## config.mk

```make
export PLATFORM = sky130hd
export DESIGN_NAME = a2b_share_feeder_n4_flat
export DESIGN_NICKNAME = d
export VERILOG_FILES = /design/src/rtl/a2b_share_feeder_n4_pkg.sv /design/src/rtl/a2b_share_feeder_n4_if.sv /design/src/rtl/a2b_credit_cnt.sv /design/src/rtl/a2b_share_feeder_n4.sv /design/src/flat_wrapper.sv
export SDC_FILE = /design/constraint.sdc
export NUM_CORES = 1
export LEC_CHECK = 0
export CELL_PAD_IN_SITES_DETAIL_PLACEMENT = 1
export CELL_PAD_IN_SITES_GLOBAL_PLACEMENT = 1
export CORE_UTILIZATION = 39
export CTS_CLUSTER_DIAMETER = 120
export DETAILED_ROUTE_END_ITERATION = 10
export HOLD_SLACK_MARGIN = 0.1
export PLACE_DENSITY = 0.88
export SETUP_SLACK_MARGIN = 0.2
export SLEW_MARGIN = 0
export SYNTH_ARGS = -nofsm -noshare
export SYNTH_HDL_FRONTEND = slang
export SYNTH_SLANG_ARGS = --single-unit
```

## constraint.sdc

```tcl
create_clock -name clk -period 5.8 [get_ports clk]
set_clock_uncertainty 0.2 [all_clocks]
set_input_delay 0.87 -clock clk [delete_from_list [all_inputs] [get_ports clk]]
set_output_delay 0.87 -clock clk [all_outputs]
set_load 0.05 [all_outputs]
```

## src/rtl/a2b_share_feeder_n4_pkg.sv

```systemverilog
// Shared types and defaults for the 4-share A2B feeder.
// Contents: FSM state enum, share slice helper, default sizing constants.
package a2b_share_feeder_n4_pkg;

   localparam int unsigned K_WIDTH_DEF      = 32;
   localparam int unsigned N_SHARES_DEF     = 4;
   localparam int unsigned MAX_INFLIGHT_DEF = 8;

   typedef enum logic [1:0] {
      IDLE    = 2'd0,
      REFRESH = 2'd1,
      ISSUE   = 2'd2
   } feed_state_e;

   // Bit offset of share idx within a packed share bus.
   function automatic int unsigned share_lsb(input int unsigned idx, input int unsigned kw);
      return idx * kw;
   endfunction

endpackage

```

## src/rtl/a2b_share_feeder_n4_if.sv

```systemverilog
// Handshake/bus bundle between the share feeder, its upstream, the
// randomness source and the A2B converter.
// Signals: in_vld/in_rdy/in_a (word in), rnd_vld/rnd_rdy/rnd (randomness),
//          o_a/o_dvld (issue to converter), a2b_ovld (converter done).
// slave = feeder view, master = environment view.
interface a2b_share_feeder_n4_if #(
   parameter int unsigned K_WIDTH  = 32,
   parameter int unsigned N_SHARES = 4
);
   localparam int unsigned MASKWIDTH = K_WIDTH * N_SHARES;

   logic                 in_vld;
   logic                 in_rdy;
   logic [MASKWIDTH-1:0] in_a;
   logic                 rnd_vld;
   logic                 rnd_rdy;
   logic [K_WIDTH-1:0]   rnd;
   logic [MASKWIDTH-1:0] o_a;
   logic                 o_dvld;
   logic                 a2b_ovld;

   modport slave (
      input  in_vld, in_a, rnd_vld, rnd, a2b_ovld,
      output in_rdy, rnd_rdy, o_a, o_dvld
   );

   modport master (
      output in_vld, in_a, rnd_vld, rnd, a2b_ovld,
      input  in_rdy, rnd_rdy, o_a, o_dvld
   );

endinterface

```

## src/rtl/a2b_credit_cnt.sv

```systemverilog
// Saturating up/down counter of issued-but-unreturned conversions.
// Ports: clk, rst (sync, active-high), ena (freeze when low),
//        inc (word issued), dec (converter returned a word),
//        cnt (outstanding count), full (cnt == MAX_CNT).
module a2b_credit_cnt #(
   parameter  int unsigned MAX_CNT = 8,
   localparam int unsigned CNT_W   = $clog2(MAX_CNT + 1)
) (
   input  logic             clk,
   input  logic             rst,
   input  logic             ena,
   input  logic             inc,
   input  logic             dec,
   output logic [CNT_W-1:0] cnt,
   output logic             full
);

   logic [CNT_W-1:0] cnt_d;
   logic             dec_ok;

   // A return with nothing outstanding is spurious and dropped.
   always_comb begin
      cnt_d  = cnt;
      dec_ok = dec && (cnt != '0);
      case ({inc, dec_ok})
         2'b10:   if (cnt != CNT_W'(MAX_CNT)) cnt_d = cnt + CNT_W'(1);
         2'b01:   cnt_d = cnt - CNT_W'(1);
         default: cnt_d = cnt;
      endcase
   end

   always_ff @(posedge clk) begin
      if (rst) begin
         cnt  <= '0;
         full <= 1'b0;
      end else if (ena) begin
         cnt  <= cnt_d;
         full <= (cnt_d == CNT_W'(MAX_CNT));
      end
   end

endmodule

```

## src/rtl/a2b_share_feeder_n4.sv

```systemverilog
// Upstream feeder for the 4-share arithmetic-to-Boolean converter: accepts a
// masked word, refreshes its shares with one random word per round, then
// issues the shares with a one-cycle o_dvld pulse. In-flight conversions are
// bounded by a credit counter returned through a2b_ovld.
// Ports: clk, rst (sync, active-high), ena (global freeze when low),
//        bus (a2b_share_feeder_n4_if.slave), inflight (outstanding count),
//        busy (FSM active or credits outstanding).
// Build option: A2B_FEED_ZEROIZE_EN clears share regs and o_a the cycle
// after each issue; otherwise o_a retains the last issued shares.
module a2b_share_feeder_n4
   import a2b_share_feeder_n4_pkg::*;
#(
   parameter int unsigned K_WIDTH      = K_WIDTH_DEF,
   parameter int unsigned N_SHARES     = N_SHARES_DEF,
   parameter int unsigned MAX_INFLIGHT = MAX_INFLIGHT_DEF
) (
   input  logic                                clk,
   input  logic                                rst,
   input  logic                                ena,
   a2b_share_feeder_n4_if.slave                bus,
   output logic [$clog2(MAX_INFLIGHT+1)-1:0]   inflight,
   output logic                                busy
);

   localparam int unsigned MASKWIDTH = K_WIDTH * N_SHARES;
   localparam int unsigned J_W       = (N_SHARES > 2) ? $clog2(N_SHARES) : 1;

   feed_state_e          state_q, state_d;
   logic [J_W-1:0]       j_q, j_d;
   logic [K_WIDTH-1:0]   share_q [N_SHARES];
   logic [K_WIDTH-1:0]   share_d [N_SHARES];
   logic [MASKWIDTH-1:0] oa_q, oa_d;
   logic                 in_rdy_c;
   logic                 rnd_rdy_c;
   logic                 dvld_c;
   logic                 cnt_full;

   // Next-state, share datapath and handshake strobes.
   always_comb begin
      state_d   = state_q;
      j_d       = j_q;
      share_d   = share_q;
      oa_d      = oa_q;
      in_rdy_c  = 1'b0;
      rnd_rdy_c = 1'b0;
      dvld_c    = 1'b0;

      case (state_q)
         IDLE: begin
            // Depends only on registered state, never on in_vld.
            in_rdy_c = ena && !rst && !cnt_full;
            if (in_rdy_c && bus.in_vld) begin
               for (int unsigned i = 0; i < N_SHARES; i++)
                  share_d[i] = bus.in_a[share_lsb(i, K_WIDTH) +: K_WIDTH];
               j_d     = J_W'(1);
               state_d = REFRESH;
            end
         end

         REFRESH: begin
            rnd_rdy_c = ena && !rst && bus.rnd_vld;
            if (rnd_rdy_c) begin
               // Move rnd from share0 into share j: sum mod 2^K unchanged.
               share_d[0]   = share_q[0] - bus.rnd;
               share_d[j_q] = share_q[j_q] + bus.rnd;
               j_d          = j_q + J_W'(1);
               if (j_q == J_W'(N_SHARES - 1)) begin
                  state_d = ISSUE;
                  for (int unsigned i = 0; i < N_SHARES; i++)
                     oa_d[share_lsb(i, K_WIDTH) +: K_WIDTH] = share_d[i];
               end
            end
         end

         ISSUE: begin
            dvld_c = ena && !rst;
            if (dvld_c) begin
               state_d = IDLE;
`ifdef A2B_FEED_ZEROIZE_EN
               share_d = '{default: '0};
               oa_d    = '0;
`endif
            end
         end

         default: state_d = IDLE;
      endcase
   end

   // State and share registers; the comb block already holds when ena is low.
   always_ff @(posedge clk) begin
      if (rst) begin
         state_q <= IDLE;
         j_q     <= '0;
         share_q <= '{default: '0};
         oa_q    <= '0;
      end else if (ena) begin
         state_q <= state_d;
         j_q     <= j_d;
         share_q <= share_d;
         oa_q    <= oa_d;
      end
   end

   a2b_credit_cnt #(
      .MAX_CNT (MAX_INFLIGHT)
   ) u_credit (
      .clk  (clk),
      .rst  (rst),
      .ena  (ena),
      .inc  (dvld_c),
      .dec  (bus.a2b_ovld),
      .cnt  (inflight),
      .full (cnt_full)
   );

   assign bus.in_rdy  = in_rdy_c;
   assign bus.rnd_rdy = rnd_rdy_c;
   assign bus.o_dvld  = dvld_c;
   assign bus.o_a     = oa_q;
   assign busy        = (state_q != IDLE) || (inflight != '0);

endmodule

```

## src/flat_wrapper.sv

```systemverilog
// flat-port wrapper written by rule: the top's interface ports become plain ports
module a2b_share_feeder_n4_flat import a2b_share_feeder_n4_pkg::*;
#(
   parameter int unsigned K_WIDTH      = K_WIDTH_DEF,
   parameter int unsigned N_SHARES     = N_SHARES_DEF,
   parameter int unsigned MAX_INFLIGHT = MAX_INFLIGHT_DEF
)
  (clk, rst, ena, inflight, busy, bus_in_vld, bus_in_a, bus_rnd_vld, bus_rnd, bus_a2b_ovld, bus_in_rdy, bus_rnd_rdy, bus_o_a, bus_o_dvld);
  a2b_share_feeder_n4_if #(.K_WIDTH(K_WIDTH), .N_SHARES(N_SHARES)) bus_i ();
  input  logic clk;
  input  logic rst;
  input  logic ena;
  output logic [$clog2(MAX_INFLIGHT+1)-1:0] inflight;
  output logic busy;
  input wire logic [$bits(bus_i.in_vld)-1:0] bus_in_vld;
  input wire logic [$bits(bus_i.in_a)-1:0] bus_in_a;
  input wire logic [$bits(bus_i.rnd_vld)-1:0] bus_rnd_vld;
  input wire logic [$bits(bus_i.rnd)-1:0] bus_rnd;
  input wire logic [$bits(bus_i.a2b_ovld)-1:0] bus_a2b_ovld;
  output wire logic [$bits(bus_i.in_rdy)-1:0] bus_in_rdy;
  output wire logic [$bits(bus_i.rnd_rdy)-1:0] bus_rnd_rdy;
  output wire logic [$bits(bus_i.o_a)-1:0] bus_o_a;
  output wire logic [$bits(bus_i.o_dvld)-1:0] bus_o_dvld;
  assign bus_i.in_vld = bus_in_vld;
  assign bus_i.in_a = bus_in_a;
  assign bus_i.rnd_vld = bus_rnd_vld;
  assign bus_i.rnd = bus_rnd;
  assign bus_i.a2b_ovld = bus_a2b_ovld;
  assign bus_in_rdy = bus_i.in_rdy;
  assign bus_rnd_rdy = bus_i.rnd_rdy;
  assign bus_o_a = bus_i.o_a;
  assign bus_o_dvld = bus_i.o_dvld;
  a2b_share_feeder_n4 #(.K_WIDTH(K_WIDTH), .N_SHARES(N_SHARES), .MAX_INFLIGHT(MAX_INFLIGHT)) u_core (.clk(clk), .rst(rst), .ena(ena), .bus(bus_i), .inflight(inflight), .busy(busy));
endmodule
```

==> results of run 1 <==
[layout make-up]
cell class              count  area, µm²
diodes                      1      2.502
clock buffers              43      900.9
clock inverters            12      101.3
fillers                  4648      19050
inverters                  59      221.5
multi-input cells        1439       9404
flip-flops and latches    265       5311
well taps                 518      648.1
repair buffers            331       3274
[layout by cell type, fill, tap and decap left out, drive strengths merged, types with 5 or more instances in the layout]
cell	Yosys	layout
mux2i	54	54
nor2	200	200
ha	70	70
nand2b	10	10
a211oi	72	72
clkbuf	129	43
or3	12	12
nand4	15	15
a2111oi	5	5
and2	8	8
o21a	6	6
a22o	6	6
o22ai	31	31
mux2	12	12
clkdlybuf4s50	0	299
a21o	28	28
a22oi	9	9
nor3	42	42
a221oi	5	5
o21ai	159	159
nor2b	5	5
a211o	7	7
o221ai	16	16
nand2	202	202
o41ai	5	5
mux4	32	32
a21oi	223	223
xnor2	28	28
nand3	26	26
buf	21	32
dfxtp	265	265
inv	58	59
o31ai	11	11
and3	10	10
nand3b	7	7
a31oi	18	18
o211ai	29	29
xor2	29	29
clkinv	1	9
[power by group]
part           leakage, µW  switching (µW)  internal (µW)  total, µW
Sequential         0.00215            68.9           1870       1940
Clock             0.000495             846           1120       1970
Combinational      0.00467             659            401       1060
[per-layer routing]
metal	track usage, %	part of all wire [%]
met2	50.12	43
met5	0	0.026
met3	6.706	9.1
met1	46.13	43
met4	15.13	4.3
[critical path: stages (launching register included)]
cell and delay [ps]:
dfxtp_2 400, buf_4 550, mux4_2 590, ha_1 360, a211oi_1 330, o211ai_1 180
o211ai_1 280, nand3_1 280, a21oi_2 310, o41ai_2 130, xnor2_1 750, nand3_1 160
a31oi_1 190
[cell families (layout without fill, tap and decap cells)]
family	Yosys count	in the layout
xor gates and xnor gates	58	58
and+or+nand+nor	543	543
muxes	98	98
DFF	265	265
adders and majority gates	72	72
AOI/OAI and AO/OA	668	668
buffers and inverters	209	445
other	0	1
[through the flow]
| stage | cells | cell area, µm² |
|---|---|---|
| 5_1_grt | 2668 | 19860 |
| 2_1_floorplan | 1913 | 15460 |
| 6_report | 2668 | 19860 |
| 4_1_cts | 2667 | 19860 |
| 3_3_place_gp | 2612 | 18860 |
| 3_5_place_dp | 2612 | 18860 |
[worst paths after layout]
check,from,depth (start not counted),endpoint
worst min register to register,u_core.bus.o_a[124],2,u_core.bus.o_a[124]
worst max-delay path,u_core.j_q[0],12,u_core.bus.o_a[31]
worst min-delay path,u_core.bus.o_a[124],2,u_core.bus.o_a[124]
worst max register to register,u_core.j_q[0],12,u_core.bus.o_a[31]
[sequential cells by signal, indices dropped and copies added, names as in the netlist]
| register | count |
|---|---|
| u_core.bus.o_a | 128 |
| u_core.j_q | 2 |
| u_core.share_q | 128 |
| u_core.state_q | 2 |
| u_core.u_credit.cnt | 4 |
| u_core.u_credit.full | 1 |
==> metrics.cfg, run 1 <==
[detailed_routing]
drtIter0Drc=1477
ant_nets=0
wl_per_cell_um=26.06
drt-pass1-iter-count=5
drc_errors=0
vias=16592
routed_via_density=6.219
wl_mm=69.54

[cts]
cts_resized=0
clk_latency_ps=590
cts_tree=done
cts.root.buffer_cell=clkbuf_16
htree_levels=1
clock_path_buffers=3
clkSlewWorstSetupHoldPaths_ps=60
cts_hold_buf=0
cts_setup_buffers=0
cts.sinks=265
cts_buffers=31

[global_route]
grt_start_max_net_pins=137
grt_pass1_wl_mm=104.1
antenna_found_initial=3
grt_pass1_vias=16902
gr-total-overflow=0
track_usage_pct=33.43

[sta]
setup-tns-final_ps=0
fmax_mhz=207.5
slew_headroom_pct=22.50
finalWorstSetupSlack_ps=979.9
period_needed_ps=4820
rsz0062_at_grt=false
holdWs_ps=255.6
slew_viol_final=0
worstMarginPinSlew_ps=1160
hold_violations=0
setup_viol=0
period_share_pct=83.10

[synth]
synth_adder_area_share_pct=5.923
synth_compound_area_share_pct=27.07
synth_area_um2=15460
synth_ff_type=dfxtp_1
synthMuxAreaShare_pct=9.030
synth_fp_nets=2151
syn_inst=1913
yosysMostFrequentCell=dfxtp_1
synth_top_family_by_area=compound AO/OA/AOI/OAI gates
async_flop_share_pct=0
synth_area_leaders=dfxtp_1, a21oi_1, ha_1
synthXorXnorAreaFrac_pct=3.479
yosys.area_share.simple_pct=15.06
synth-seq-cells=265
synth_area_leader_cell=dfxtp_1
syn_avg_cell_area_um2=8.083
synth_cell_types=85
synth_top_cell_area_share_pct=34.31
synth_common_cells=dfxtp_1, a21oi_1, nand2_1
seq_area_frac_synth_pct=34.31
synth-warning-count=0
synth_edf_count=0

[floorplan]
row_count=72
die_area_um2=40450
die_h_um=201.1
die_w_um=201.1
coreArea_um2=38920
initial_core_util_pct=39.73
boundaryPins=302

[pwr]
peakVddDrop_uv=231.1
p_per_area_nw_per_um2=250.1
p_total_uw=4969
power_leakage_uw=0.007310

[hold_path]
holdCritPathClass=register to register

[setup_path]
crit_type=register to register
r2r_slack_ps=980
crit_arrival_ps=5120
startpoint_type=register
critical_path.endpoint_type=register
crit_fanout=33
cp_data_required_time_ps=6100

[layout]
synthToLayoutAreaGrowth_pct=28.46
final_util_pct=51.04
drive_gt1_share_pct=7.259
nets=2365

[run]
maxCapViolCount=0

[place]
place.gp.congestion=0.9792
io_buffers=301
dp_hpwl_mm=50.06
dpl_worst_slack_ps=807.7

[status]
status=completed

Note: power is estimated with default switching activity, not from simulation.
==> inputs of run 2 (changes only) <==
Clock period 5.8 ns to 4.7 ns, I/O delays scaled along.
==> metrics.cfg, run 2 (synthesized netlist as in run 1, its figures left out) <==
[status]
status=completed

[layout]
finalNonFillerCells=2686
nets=2383
fillCellCount=4631
multi_input_area_um2=9418
regArea_um2=5311
final_cell_mix=clkdlybuf4s50_1, dfxtp_1, a21oi_1
final_common_cell=clkdlybuf4s50_1
synthToLayoutAreaGrowth_pct=29.86
drive_gt1_share_pct=7.983

[detailed_routing]
drt-pass1-iter-count=7
ant_nets=0
routed_via_density=6.325
drc_errors=0
vias=16988
wl_per_cell_um=26.75
drtIter0Drc=1732
wl_mm=71.84

[cts]
cts_buffers=31
clock_path_buffers=3
cts.sinks=265
cts_tree=done
clkSlewWorstSetupHoldPaths_ps=60
clk_latency_ps=570
cts_hold_buf=0
cts.root.buffer_cell=clkbuf_16
htree_levels=1

[floorplan]
initial_core_util_pct=39.73
die_area_um2=40450
die_w_um=201.1
die_h_um=201.1
boundaryPins=302
coreArea_um2=38920
row_count=72

[global_route]
grt_pass1_wl_mm=107.1
track_usage_pct=34.41
grt_start_max_net_pins=98
antenna_found_initial=1
gr-total-overflow=0
grt_pass1_vias=17408

[pwr]
p_per_area_nw_per_um2=311.7
peakVddDrop_uv=267.4
power_leakage_uw=0.007414

[sta]
period_needed_ps=4375
setup_viol=0
slew_viol_final=0
fmax_mhz=228.6
setup-tns-final_ps=0
rsz0062_at_grt=true
period_share_pct=93.09
worstMarginPinSlew_ps=1071
slew_headroom_pct=28.55
hold_violations=0

[setup_path]
crit_arrival_ps=4660
startpoint_type=register
crit_fanout=33
critical_path.endpoint_type=register
cpMaxStageDelayCell=mux4_2
slowest_delay_ps=550
cp_data_required_time_ps=4990
path_cells=buf_12, mux4_2, ha_1, a211oi_1, o211ai_1, o211ai_1, nand3_1, a21oi_2, o21ai_1, xnor2_4, mux2_2, a211oi_1
crit_type=register to register

[place]
dp_hpwl_mm=51.37
post-place-cells=2629
place.gp.congestion=0.9729
io_buffers=301

[run]
maxCapViolCount=0

[hold_path]
holdCritPathClass=primary input to register

## run 2: cell count changes in the layout (fill, tap and decap cells not counted), moves of 2 or more
cell	delta
clkbuf_1	+4
clkdlybuf4s50_1	-2
clkinv_2	-4
clkbuf_8	-3
buf_4	+16
bufinv_16	+2
buf_12	+4
## run 2: final timing paths
check	slack, ps	from	end	cells after the start
hold / removal	250	rst	u_core.u_credit.cnt[3]	2
hold reg to reg	260	u_core.bus.o_a[111]	u_core.bus.o_a[111]	2
setup / recovery	320	u_core.j_q[0]	u_core.bus.o_a[59]	12
setup reg to reg	320	u_core.j_q[0]	u_core.bus.o_a[59]	12
## run 2: layout make-up
cell class,instances,share of cell area [%]
Sequential cell,265,26.45
Clock buffer,44,4.355
Antenna cell,1,0.01246
Timing Repair Buffer,349,17.20
Multi-Input combinational cell,1439,46.90
Tap cell,518,3.228
Clock inverter,11,0.7477
Inverter,59,1.103
## run 2: critical path, delay by kind of cell (launching register included)
family	cells	cell delay (ps)
compound gates	6	1600
xor+xnor	1	240
fa+ha+maj	1	380
buf+inv	1	300
flops	1	430
mux	2	860
simple gates	1	250
## run 2: power by group
part           internal, µW  switching, µW  total (µW)
sequential             2310           80.7        2390
clock                  1460           1040        2490
combinational           529            847        1380
total                  4290           1970        6260
## run 2: routing by layer
layer | part of all wire, % | vias up | wire (µm) | track usage (%)
met4 | 4.6 | 0 | 3298 | 14.94
met1 | 41 | 8471 | 29610 | 45.82
met5 | 0 | - | 0 | 0
met2 | 44 | 890 | 31910 | 53.61
met3 | 9.8 | 200 | 7021 | 7.305
li1 | - | 7427 | - | -
## run 2: repair_timing
| action | in CTS | in global routing |
|---|---|---|
| gates resized for setup | 0 | 2 |
| endpoints found under the setup margin | 0 | 9 |
| buffers inserted | 0 | 1 |
## run 2: per-stage QoR
step	instance area, µm²	util [%]	setup slack [ps]	power [µW]	hold WS (ps)
floorplan	15470	-	322.8	3167	231.9
global placement	19030	48.89	354.2	3696	246.8
detailed placement	19030	48.89	307.6	3744	250.8
CTS	20050	51.52	259.0	6219	234.6
global route	20080	51.60	142.3	6431	241.3
finish	20080	51.60	324.6	6260	249.6
==> patch 1, RTL diff (flow settings as in run 1) <==
The 3 states of `feed_state_e` get a one-hot encoding in 3 bits.
--- a/src/rtl/a2b_share_feeder_n4_pkg.sv
+++ b/src/rtl/a2b_share_feeder_n4_pkg.sv
@@ -8,6 +8,6 @@
 
-   typedef enum logic [1:0] {
-      IDLE    = 2'd0,
-      REFRESH = 2'd1,
-      ISSUE   = 2'd2
+   typedef enum logic [2:0] {
+      IDLE    = 3'b001,
+      REFRESH = 3'b010,
+      ISSUE   = 3'b100
    } feed_state_e;
Behaviour: same outputs for any inputs over 4 cycles, from zero or initial values and one cycle with rst high; so few cycles prove little.
==> patch 1 against run 1 <==
Sequential cell count up 1; clock power up 4%; design area up 3.1%; total power up 0.36%; worst setup slack worse by 13 ps; area after synthesis up 4.2%; wire length up 7.5%; sequential share of layout area down 0.72 points; hold slack better by 1.7 ps.
==> patch 1: results (changes against run 1) <==
[power_and_ir_drop]
p_int_mw = 3.44  ; +1.2%
leakage_nw = 7.48  ; +2.3%
ir_worst_vdd_mv = 0.215  ; -7.1%

[grt]
gr-usage-all-layers_pct = 34.6  ; +1.2 points
antenna_found_initial = 2  ; -1
grt_pass1_vias = 18100  ; +7.0%
grt_max_degree = 112  ; -18%
grt_pass1_wl_um = 111000  ; +6.6%

[synthesis]
yosys_warnings = 0  ; unchanged
synthArstFlopShare_pct = 0  ; unchanged
synth-main-ff-cell = dfxtp_1
synth.distinct_cells = 96  ; +13%
synth_common_cells = dfxtp_1 (266), a21oi_1 (234), nor2_1 (215)
synthTopCellsByArea = dfxtp_1 (33%), a21oi_1 (7.3%), ha_1 (5.4%)
syn_nets = 2226  ; +3.5%
yosysSeqAreaShare_pct = 33.1  ; -1.3 points

[setup_path]
r2r_end = u_core.bus.o_a[18]$_SDFFE_PP0P_
cp.arrival_ps = 5110  ; about the same
reg2reg_slack_ps = 970
crit_type = reg2reg
crit_path_max_fanout = 18  ; -45%
ff2ff_path_depth = 10  ; -2
crit_start = u_core.j_q[0]$_SDFFE_PP0P_

[detailed_routing]
drt_iter0_drc = 1711  ; +16%
dr.pass1.iters = 8  ; +3
finalWirelength_um = 74700  ; +7.5%
drt-vias-per-instance = 6.46  ; +3.9%

[layout]
antenna_cells = 0  ; -1
finish.net_count = 2431  ; +2.8%
layout-drive-gt1-share_pct = 7.85  ; +0.59 points
final.fill_count = 4817  ; +3.6%

[status]
outcome = completed

[place]
io_buffer_count = 301  ; unchanged
place_congestion = 0.990  ; +1.1%
hpwl_um = 54500  ; +8.8%
pre_cts_slack_ps = 1100  ; +294 ps

[min_path]
hold_path.class = reg2reg

[sta]
slew_viol_final = 0  ; unchanged
period_share_pct = 83.3  ; +0.23 points
timing.slew.headroom_pct = 21.9  ; -0.60 points
finalHoldViolCount = 0  ; unchanged

[cts]
clk_pin_slew_ps = 60  ; about the same
clock-root-buffer = clkbuf_16
ctsResizeCount = 0  ; unchanged
numCtsBuffers = 31  ; unchanged
h-tree-depth = 1  ; unchanged
clk_latency_ps = 580
cts_buffer_depth = 3  ; unchanged
cts_setup_buffers = 0  ; unchanged

[patch 1: cell families (layout without fill, tap and decap cells)]
kind of cell | Yosys count | in the layout | share of synthesized area, %
AOI/OAI and AO/OA | 712 | 712 | 28.7
and+or+nand+nor | 586 | 586 | 16.5
adders and majority gates | 72 | 72 | 5.69
muxes | 81 | 81 | 7.57
xor gates and xnor gates | 49 | 49 | 2.80
DFF | 266 | 266 | 33.1
buffers and inverters | 222 | 451 | 5.66
[patch 1: cell type report]
cell class                 count  share of cell area, %
multi-input combinational   1500                   48.4
sequential                   266                   26.0
timing repair buffer         339                   16.2
clock buffer                  43                   4.45
tap                          532                   3.25
inverter                      55                   1.01
clock inverter                14                  0.684
[patch 1: worst max-delay path, cell delays in order (launching register included)]
cell and delay, ps:
dfxtp_2 690, buf_4 340, mux4_2 530, ha_1 370, a21oi_1 410, o21ai_0 220
a211oi_1 390, o31ai_1 200, xor2_1 750, o21ai_0 320, a211oi_1 290
[patch 1: worst min path at each step]
| stage | start | to | cells past startpoint |
|---|---|---|---|
| 2_1_floorplan | u_core.share_q[83]$_SDFFE_PP0P_ | u_core.share_q[83]$_SDFFE_PP0P_ | 2 |
| 3_3_place_gp | u_core.bus.o_a[7]$_SDFFE_PP0P_ | u_core.bus.o_a[7]$_SDFFE_PP0P_ | 2 |
| 3_5_place_dp | u_core.bus.o_a[119]$_SDFFE_PP0P_ | u_core.bus.o_a[119]$_SDFFE_PP0P_ | 2 |
| 4_1_cts | u_core.bus.o_a[119]$_SDFFE_PP0P_ | u_core.bus.o_a[119]$_SDFFE_PP0P_ | 2 |
| 5_1_grt | u_core.bus.o_a[53]$_SDFFE_PP0P_ | u_core.bus.o_a[53]$_SDFFE_PP0P_ | 2 |
| 6_report | u_core.bus.o_a[119]$_SDFFE_PP0P_ | u_core.bus.o_a[119]$_SDFFE_PP0P_ | 2 |
[patch 1: through the flow]
stage                     instances  hold WS [ps]  instance area (um^2)  total power, mW
after floorplan                1988           242                 16100             2.52
after global placement         2692           244                 19400             2.92
after detailed placement       2692           250                 19400             2.94
after CTS                      2749           259                 20500             4.95
after global routing           2749           281                 20500             5.11
final                          2749           257                 20500             4.99
[patch 1: power groups by stage]
stage	combinational, mW	sequential, mW	clock, mW
2_1_floorplan	0.575	1.94	0
3_3_place_gp	0.948	1.97	0
3_5_place_dp	0.966	1.97	0
4_1_cts	0.979	1.93	2.04
5_1_grt	1.07	1.94	2.11
6_report	1.01	1.94	2.04
[patch 1: layer usage]
metal  up-vias  GRT usage, %  wire, um
met2       977          54.3     33500
met1      8824          47.5     31600
met3       202          6.22      6870
li1       7764             -         -
met5         -             0        30
met4         4          11.9      2780
==> patch 2, RTL diff (settings of run 1) <==
Without the edit above. The package constant `MAX_INFLIGHT_DEF` goes from 8 to 4.
--- a/src/rtl/a2b_share_feeder_n4_pkg.sv
+++ b/src/rtl/a2b_share_feeder_n4_pkg.sv
@@ -6,3 +6,3 @@
    localparam int unsigned N_SHARES_DEF     = 4;
-   localparam int unsigned MAX_INFLIGHT_DEF = 8;
+   localparam int unsigned MAX_INFLIGHT_DEF = 4;
 
Interface: changed (resized inflight); port bits go from 302 to 301. No check against the original RTL was run, so the function may have changed too.
==> patch 2 against run 1 <==
Total power increased by 3.8%; utilization decreased by 0.28 points; synthesized cell count increased by 5.4%; highest routed layer unchanged; register-to-register slack got worse by 80 ps; die area increased by 2.9%; count of clock-buffer cells in the layout decreased by 1; design area increased by 2.2%; fmax decreased by 3.7%; critical endpoint is now bus_rnd_rdy; wire length increased by 7.6%; sequential cell count decreased by 1; worst setup slack got worse by 180 ps; area after synthesis increased by 2.9%; non-clock buffer count decreased by 3.
==> patch 2: results (changes against run 1) <==
[layout]
layout-drive-gt1-share_pct = 7.36  ; +0.10 points
final.fill_count = 4790  ; +3.1%
finish.net_count = 2458  ; +3.9%

[grt]
antenna_found_initial = 4  ; +1
grt_pass1_vias = 17600  ; +4.2%
gr-usage-all-layers_pct = 35.2  ; +1.7 points
grt_pass1_wl_um = 112000  ; +7.1%
grt_max_degree = 102  ; -26%

[place]
place_congestion = 0.958  ; -2.1%
hpwl_um = 54000  ; +7.9%
io_buffer_count = 300  ; -0.33%
pre_cts_slack_ps = 994  ; +186 ps

[synthesis]
synth_common_cells = dfxtp_1 (264), a21oi_1 (255), nand2_1 (239)
synth_compound_area_share_pct = 28.8  ; +1.7 points
yosysSeqAreaShare_pct = 33.2  ; -1.1 points
synth-main-ff-cell = dfxtp_1
syn_nets = 2255  ; +4.8%
synthArstFlopShare_pct = 0  ; unchanged
muxShareOfSynthArea_pct = 7.27  ; -1.8 points
yosys_warnings = 0  ; unchanged
synth_fa_ha_area_share_pct = 5.83  ; -0.091 points
synthXorXnorAreaFrac_pct = 3.17  ; -0.31 points
synthTopCellsByArea = dfxtp_1 (33%), a21oi_1 (8.0%), o21ai_0 (5.8%)
synth.distinct_cells = 83  ; -2.4%

[cts]
cts_buffer_depth = 3  ; unchanged
cts_setup_buffers = 0  ; unchanged
h-tree-depth = 1  ; unchanged
ctsResizeCount = 0  ; unchanged
numCtsBuffers = 31  ; unchanged
clk_latency_ps = 610  ; +20 ps
clock-root-buffer = clkbuf_16
clk_pin_slew_ps = 60  ; about the same

[power_and_ir_drop]
leakage_nw = 7.51  ; +2.7%
ir_worst_vdd_mv = 0.248  ; +7.4%

[setup_path]
critical_path.slowest_cell = clkdlybuf4s50_1
max_stage_delay_ps = 860  ; +110 ps
cp.arrival_ps = 3930  ; -1190 ps
crit_path_max_fanout = 67  ; +100%
path_delay_family = buffers and inverters

[sta]
finalHoldViolCount = 0  ; unchanged
tightest_slew_ps = 1430  ; +269 ps

[min_path]
hold_path.class = reg2reg

[status]
outcome = completed

[detailed_routing]
dr.pass1.iters = 5  ; unchanged
ant_nets = 0  ; unchanged
drt_iter0_drc = 1973  ; +34%
drt-vias-per-instance = 6.39  ; +2.8%
wire_per_inst_um = 27.0  ; +3.7%

patch 2: changes by cell type in the layout (fill, tap and decap cells not counted), moves of 6 or more:
cell	before	now
o21ai_1	28	9
a31oi_1	16	30
mux2_2	11	5
o21ai_0	131	183
nor2_1	196	183
inv_1	56	63
nor2b_1	5	12
a21oi_1	222	255
mux2i_1	54	38
nand2_1	201	237
o211ai_1	28	22
patch 2: layer usage:
metal / GRT usage, % / vias up / wire, um
met5: 0 / - / 44
met4: 12.8 / 6 / 3000
met3: 6.54 / 188 / 7560
met2: 54.0 / 1015 / 32800
met1: 48.9 / 8784 / 31500
li1: - / 7701 / -
patch 2: kinds of logic (layout without fill, tap and decap cells):
kind of cell / count (synthesis) / after routing
flops: 264 / 264
other cells: 0 / 2
xor+xnor: 52 / 52
simple gates: 588 / 588
compound gates: 739 / 739
buf+inv: 225 / 450
mux: 75 / 75
fa+ha+maj: 73 / 73
patch 2: worst paths after layout:
check | startpoint | to | slack, ps | depth (start not counted)
min reg2reg | u_core.bus.o_a[120]$_SDFFE_PP0P_ | u_core.bus.o_a[120]$_SDFFE_PP0P_ | 260 | 2
max reg2reg | u_core.j_q[1]$_SDFFE_PP0P_ | u_core.share_q[114]$_SDFFE_PP0P_ | 900 | 12
min | u_core.bus.o_a[120]$_SDFFE_PP0P_ | u_core.bus.o_a[120]$_SDFFE_PP0P_ | 260 | 2
max | u_core.state_q[0]$_SDFFE_PP0P_ | bus_rnd_rdy | 800 | 7
patch 2: power breakdown:
group / internal (mW) / switching [mW]
Sequential: 1.87 / 0.0809
Combinational: 0.417 / 0.725
Clock: 1.19 / 0.873
patch 2: worst min-delay path, stage by stage, from the launching register on:
cell     delay (ps)
dfxtp_1         310
nand2_1          50
a21oi_1          50
patch 2: final cells by class:
type / count / area share (%)
inverters: 67 / 1.24
multi-input cells: 1527 / 48.2
clock buffers: 42 / 4.52
repair buffers: 328 / 16.0
clock inverters: 13 / 0.715
flip-flops and latches: 264 / 26.1
well taps: 525 / 3.23
diodes: 2 / 0.0246
patch 2: metrics by stage:
| stage | std cells | cell area (um^2) |
|---|---|---|
| finish | 2768 | 20300 |
| global route | 2766 | 20300 |
| global placement | 2711 | 19200 |
| CTS | 2766 | 20300 |
| floorplan | 2016 | 15900 |
| detailed placement | 2711 | 19200 |
